File: src/rtl/usb_tx_serializer.sv
// Byte-to-line USB transmitter: LSB-first shift, bit stuffing after six ones, NRZI, SE0-SE0-J EOP.
// First bit on the line one cycle after the load edge; loads and EOP requests are accepted only when not busy.
module usb_tx_serializer #(
    parameter int CLKS_PER_BIT = 4
) (
    input  logic       clk,
    input  logic       RST,
    input  logic       piso_loading,
    input  logic [7:0] piso_data,
    input  logic       eop_req,
    output logic       piso_busy,
    output logic       piso_done,
    output logic       stuffer_done,
    output logic       eop_done,
    output logic       tx_dp,
    output logic       tx_dm,
    output logic       tx_oe
);

    localparam int CNT_W = $clog2(CLKS_PER_BIT);
    localparam logic [CNT_W-1:0] CNT_LAST = CNT_W'(CLKS_PER_BIT - 1);
    localparam logic LVL_J = 1'b1;

    typedef enum logic [2:0] {
        IDLE,
        DATA,
        STUFF,
        READY,
        EOP_SE0,
        EOP_J
    } state_t;

    state_t           state, state_n;
    logic [CNT_W-1:0] bit_cnt, bit_cnt_n;
    logic [3:0]       bit_idx, bit_idx_n;
    logic [2:0]       ones_cnt, ones_cnt_n;
    logic             lvl, lvl_n;
    logic [7:0]       shreg, shreg_n;

    logic             busy_n;
    logic             piso_done_n;
    logic             stuffer_done_n;
    logic             eop_done_n;
    logic             tx_dp_n;
    logic             tx_dm_n;
    logic             tx_oe_n;

    logic             load_ok;
    logic             bit_end;
    logic             cur_bit;
    logic [2:0]       nxt_idx;
    logic [2:0]       ones_upd;

    // piso_done blocks a reload for one cycle so tx_fsm sees the pulse before re-arming
    assign load_ok  = piso_loading && !piso_busy && !piso_done;
    assign bit_end  = (bit_cnt == CNT_LAST);
    assign cur_bit  = shreg[bit_idx[2:0]];
    assign nxt_idx  = bit_idx[2:0] + 3'd1;
    assign ones_upd = cur_bit ? (ones_cnt + 3'd1) : 3'd0;

    always_comb begin
        state_n        = state;
        bit_cnt_n      = bit_cnt;
        bit_idx_n      = bit_idx;
        ones_cnt_n     = ones_cnt;
        lvl_n          = lvl;
        shreg_n        = shreg;
        piso_done_n    = 1'b0;
        stuffer_done_n = 1'b0;
        eop_done_n     = 1'b0;

        case (state)
            IDLE: begin
                ones_cnt_n = 3'd0;
                lvl_n      = LVL_J;
                if (load_ok) begin
                    state_n   = DATA;
                    shreg_n   = piso_data;
                    bit_idx_n = 4'd0;
                    bit_cnt_n = '0;
                    lvl_n     = piso_data[0] ? LVL_J : ~LVL_J;
                end
            end

            DATA: begin
                bit_cnt_n = bit_end ? '0 : bit_cnt + CNT_W'(1);
                if (bit_end) begin
                    ones_cnt_n = ones_upd;
                    if (ones_upd == 3'd6) begin
                        state_n   = STUFF;
                        bit_idx_n = bit_idx + 4'd1;
                        lvl_n     = ~lvl;
                    end else if (bit_idx[2:0] == 3'd7) begin
                        state_n     = READY;
                        piso_done_n = 1'b1;
                    end else begin
                        bit_idx_n = bit_idx + 4'd1;
                        lvl_n     = shreg[nxt_idx] ? lvl : ~lvl;
                    end
                end
            end

            STUFF: begin
                bit_cnt_n = bit_end ? '0 : bit_cnt + CNT_W'(1);
                if (bit_end) begin
                    ones_cnt_n     = 3'd0;
                    stuffer_done_n = 1'b1;
                    // bit_idx == 8 means the stuff bit followed the last data bit
                    if (bit_idx == 4'd8) begin
                        state_n     = READY;
                        piso_done_n = 1'b1;
                    end else begin
                        state_n = DATA;
                        lvl_n   = cur_bit ? lvl : ~lvl;
                    end
                end
            end

            READY: begin
                if (load_ok) begin
                    state_n   = DATA;
                    shreg_n   = piso_data;
                    bit_idx_n = 4'd0;
                    bit_cnt_n = '0;
                    lvl_n     = piso_data[0] ? lvl : ~lvl;
                end else if (eop_req) begin
                    state_n   = EOP_SE0;
                    bit_idx_n = 4'd0;
                    bit_cnt_n = '0;
                end
            end

            EOP_SE0: begin
                bit_cnt_n = bit_end ? '0 : bit_cnt + CNT_W'(1);
                if (bit_end) begin
                    if (bit_idx == 4'd1) begin
                        state_n   = EOP_J;
                        bit_idx_n = 4'd0;
                    end else begin
                        bit_idx_n = bit_idx + 4'd1;
                    end
                end
            end

            EOP_J: begin
                bit_cnt_n = bit_end ? '0 : bit_cnt + CNT_W'(1);
                if (bit_end) begin
                    state_n    = IDLE;
                    lvl_n      = LVL_J;
                    ones_cnt_n = 3'd0;
                    eop_done_n = 1'b1;
                end
            end

            default: begin
                state_n = IDLE;
                lvl_n   = LVL_J;
            end
        endcase

        // Line outputs follow the next state so every output is a plain register
        tx_oe_n = 1'b1;
        case (state_n)
            IDLE: begin
                tx_dp_n = 1'b1;
                tx_dm_n = 1'b0;
                tx_oe_n = 1'b0;
            end
            EOP_SE0: begin
                tx_dp_n = 1'b0;
                tx_dm_n = 1'b0;
            end
            EOP_J: begin
                tx_dp_n = 1'b1;
                tx_dm_n = 1'b0;
            end
            default: begin
                tx_dp_n = lvl_n;
                tx_dm_n = ~lvl_n;
            end
        endcase

        busy_n = (state_n == DATA) || (state_n == STUFF) ||
                 (state_n == EOP_SE0) || (state_n == EOP_J);
    end

    always_ff @(posedge clk or posedge RST) begin
        if (RST) begin
            state        <= IDLE;
            bit_cnt      <= '0;
            bit_idx      <= 4'd0;
            ones_cnt     <= 3'd0;
            lvl          <= LVL_J;
            shreg        <= 8'd0;
            piso_busy    <= 1'b0;
            piso_done    <= 1'b0;
            stuffer_done <= 1'b0;
            eop_done     <= 1'b0;
            tx_dp        <= 1'b1;
            tx_dm        <= 1'b0;
            tx_oe        <= 1'b0;
        end else begin
            state        <= state_n;
            bit_cnt      <= bit_cnt_n;
            bit_idx      <= bit_idx_n;
            ones_cnt     <= ones_cnt_n;
            lvl          <= lvl_n;
            shreg        <= shreg_n;
            piso_busy    <= busy_n;
            piso_done    <= piso_done_n;
            stuffer_done <= stuffer_done_n;
            eop_done     <= eop_done_n;
            tx_dp        <= tx_dp_n;
            tx_dm        <= tx_dm_n;
            tx_oe        <= tx_oe_n;
        end
    end

endmodule
File: config.mk
export PLATFORM = sky130hd
export DESIGN_NAME = usb_tx_serializer
export DESIGN_NICKNAME = d
export VERILOG_FILES = /design/src/rtl/usb_tx_serializer.sv
export SDC_FILE = /design/constraint.sdc
export NUM_CORES = 1
export LEC_CHECK = 0
export CORE_MARGIN = 2
export CORE_UTILIZATION = 60
export DETAILED_ROUTE_END_ITERATION = 10
export PLACE_DENSITY_LB_ADDON = 0.08
export SYNTH_ARGS = -nofsm -noshare
export SYNTH_HDL_FRONTEND = slang
export SYNTH_SLANG_ARGS = --single-unit
File: constraint.sdc
create_clock -name clk -period 4.87 [get_ports clk]
set_clock_uncertainty 0.05 [all_clocks]
set_input_delay 0.7305 -clock clk [delete_from_list [all_inputs] [get_ports clk]]
set_output_delay 0.7305 -clock clk [all_outputs]
set_load 0.01 [all_outputs]
==> metrics.md <==
| Metric | Value |
|---|---|
| CTS Buf Count | 3 |
| Sequential-to-total area share from yosys stat | 0.4040 |
| Fin util | 0.7051 |
| Hold WC Path Type | flop to flop |
| Final-stage net count | 206 |
| Post-synth EDFFs | 0 |
| Die ar. | roughly 0.0033 mm^2 |
| Peak supply drop | 388.8 uV |
| Ant diodes | 0 |
| Met1 WL | 1491 um |
| Detail Route Antenna Nets | 0 |
| Clock transition at path regs | 150 ps |
| Largest net degree at the start of global routing | 29 |
| Setup TNS | 0 ps |
| Routed len/inst | 16.14 um |
| Via density | 6.248 |
| Clock Path Buffers | 2 |
| Port Buffers | 18 |
| Post-DP Area | 0.001918 mm^2 |
| GR Overflow Total | 0 |
| Slew headroom | 0.2982 |
| P&R area growth vs syn | 11.72% |
| Post-cts resize count | 0 |
| Row count | 19 |
| Post-route cell area | 0.001944 mm^2 |
| Post-CTS Setup Inserts | 0 |
| Total global-route track usage | 0.2407 |
| Top layer in use | met4 |
| DRT Pass-1 Iters | 4 |
| Synthesized area | 0.001740 mm^2 |
| H-tree levels | 1 |
| Worst Path Required | 5060 ps |
| RSZ-0062 raised after global routing | no |
| Initial antenna violation count | 0 |
| Distinct cells, synth | 48 |
| Gate Count Post-Synth | ~170 |
| Initial Util | 0.6311 |
| Reg area | 703.2 um^2 |
| Fraction of layout cells with a size suffix above 1 | 0.09091 |
| Core area | 0.002758 mm^2 |
| Met3 wire length | roughly 220 um |
| Worst slew pin tran | approximately 1100 ps |
| Leakage | ~0.85 nW |
| GPL Wtd Cong | between 0.9 and 1 |
| DRT iter0 DRCs | 83 |
| Final hold viol count | 0 |
| Vias after detailed routing | between 1000 and 1500 |
| Seq cells post-synth | 28 |
| Die W | 57.86 um |
| Crit end category | flop |
| TritonCTS clock tree | done |
| Number of max-cap violations | 0 |
| Vias in the first global route | 1355 |
| Status | finished, final reports clean |
| Synth warn | 0 |
| Hold_buf cts | 0 |
| Root buf cell | clkbuf_4 |
| Post-Route WL | 3519 um |
| Io pins | 19 |
| Die Ht | between 50 and 60 um |
| Arrival @ worst endpoint | 3110 ps |
| Synth async-reset ratio | 1.000 |
| Final setup viols | 0 |
| CP Max Fanout | 10 |
| CTS sink cnt | 28 |
| Critical path class | flop to flop |
| Slew Viols, Final | 0 |
| Syn_nets | around 190 |
| Min cycle time layout | 2915 ps |
| Syn avg cell area | 10.06 um^2 |
| Detail Placement HPWL | 2630 um |
| Top FF cell, synth | dfrtp_1 |
| Post-synth top cells | dfrtp_1 (26), nand2_1 (16), nor2_1 (16), inv_1 (9) |
| Number of remaining DRC errors | 0 |
| Multi-input logic area | 958.4 um^2 |
| Top-area cell type share of the netlist area | 0.3738 |
| First-pass GRT wire length | 6216 um |
| Power Density | 530.4 mW/mm^2 |
| Clk_lat worst skew | 340 ps |
| Crit share post-route | 0.5985 |
| Ranking of synthesized cells by area | dfrtp_1 (37%), mux2_1 (5.2%), ha_1 (4.3%) |
| Fillers | 212 |
| Wire length on met2 | roughly 1700 um |
| Fmax | 0.3431 GHz |
| Most frequent cell after synthesis | dfrtp_1 |
| Yosys top cell by area | dfrtp_1 |
| Startpoint Class | flop |
final timing paths:
kind | startpoint | endpoint | slack, ps | cells past startpoint
setup / recovery | bit_idx[0]$_DFFE_PP0P_ | tx_dm$_DFF_PP0_ | 1960 | 7
hold / removal | bit_cnt[1]$_DFFE_PP0P_ | bit_cnt[1]$_DFFE_PP0P_ | 470 | 1
setup reg to reg | bit_idx[0]$_DFFE_PP0P_ | tx_dm$_DFF_PP0_ | 1960 | 7
hold reg to reg | bit_cnt[1]$_DFFE_PP0P_ | bit_cnt[1]$_DFFE_PP0P_ | 470 | 1
max in group asynchronous | RST | shreg[0]$_DFFE_PP0P_ | 3260 | 2
min in group asynchronous | RST | bit_idx[1]$_DFFE_PP0P_ | 880 | 2
logic make-up after synthesis:
kind of cell | share of synthesized area
simple gates | 0.2035
compound gates | 0.1639
flops | 0.4040
buf+inv | 0.04529
mux | 0.1201
fa+ha+maj | 0.04313
xor+xnor | 0.02013
layout make-up:
cell class	instances	area share
Clock buffer	4	0.01351
Inverter	10	0.01931
Multi-Input combinational cell	127	0.4929
Sequential cell	28	0.3616
Tap cell	31	0.01995
Timing Repair Buffer	18	0.09266
sequential cells by signal, indices dropped and copies added (netlist names):
register	count
piso_done	1
eop_done	1
shreg	8
stuffer_done	1
bit_idx	4
tx_dp	1
tx_dm	1
piso_busy	1
tx_oe	1
bit_cnt	2
ones_cnt	3
state	3
lvl	1
layout by cell type (no fill, tap or decap), types with 2 or more instances in the layout:
master           count
nor2_1              16
o21ai_0              8
and3_1               4
ha_1                 6
a21oi_1              5
a31oi_1              6
nand2b_1             6
inv_1                9
nand2_1             16
mux2_1               8
xnor2_1              2
o22ai_1              3
dfstp_2              2
mux4_1               2
or3_1                2
clkbuf_4             3
clkdlybuf4s50_1     18
mux2i_1              4
nand4_1              2
nand3_1              5
nor2b_1              2
dfrtp_1             26
nand3b_1             3
xor2_1               2
a22oi_4              2
nor3_1               2
a32o_1               3
critical path, stage by stage, from the launching register on:
cell	delay, ps
dfrtp_1	560
ha_1	270
ha_1	360
mux4_1	580
mux2_2	300
o31ai_4	200
mux2_4	340
and3_1	160
per-layer routing:
layer,vias to the layer above,track usage
met5,-,0
met4,0,0.1096
met3,9,0.03348
met2,59,0.3864
met1,641,0.3260
li1,653,-
metrics by stage:
step / setup WS (ps) / hold WS (ps) / instances / total power, mW
2_1_floorplan: 2322 / 419.8 / 173 / 0.8128
3_3_place_gp: 2014 / 434.4 / 214 / 0.9088
3_5_place_dp: 1979 / 440.0 / 214 / 0.9325
4_1_cts: 1945 / 471.8 / 218 / 1.033
5_1_grt: 1829 / 487.6 / 218 / 1.116
6_report: 1955 / 466.8 / 218 / 1.031
power breakdown:
part	internal [mW]	total (mW)	leakage [nW]	switching, mW
registers	0.324	0.413	0.346	0.0900
clock network	0.0323	0.103	0.0150	0.0703
logic	0.254	0.515	0.493	0.261
total	0.610	1.03	0.855	0.421
(Power assumes the default switching activity.)
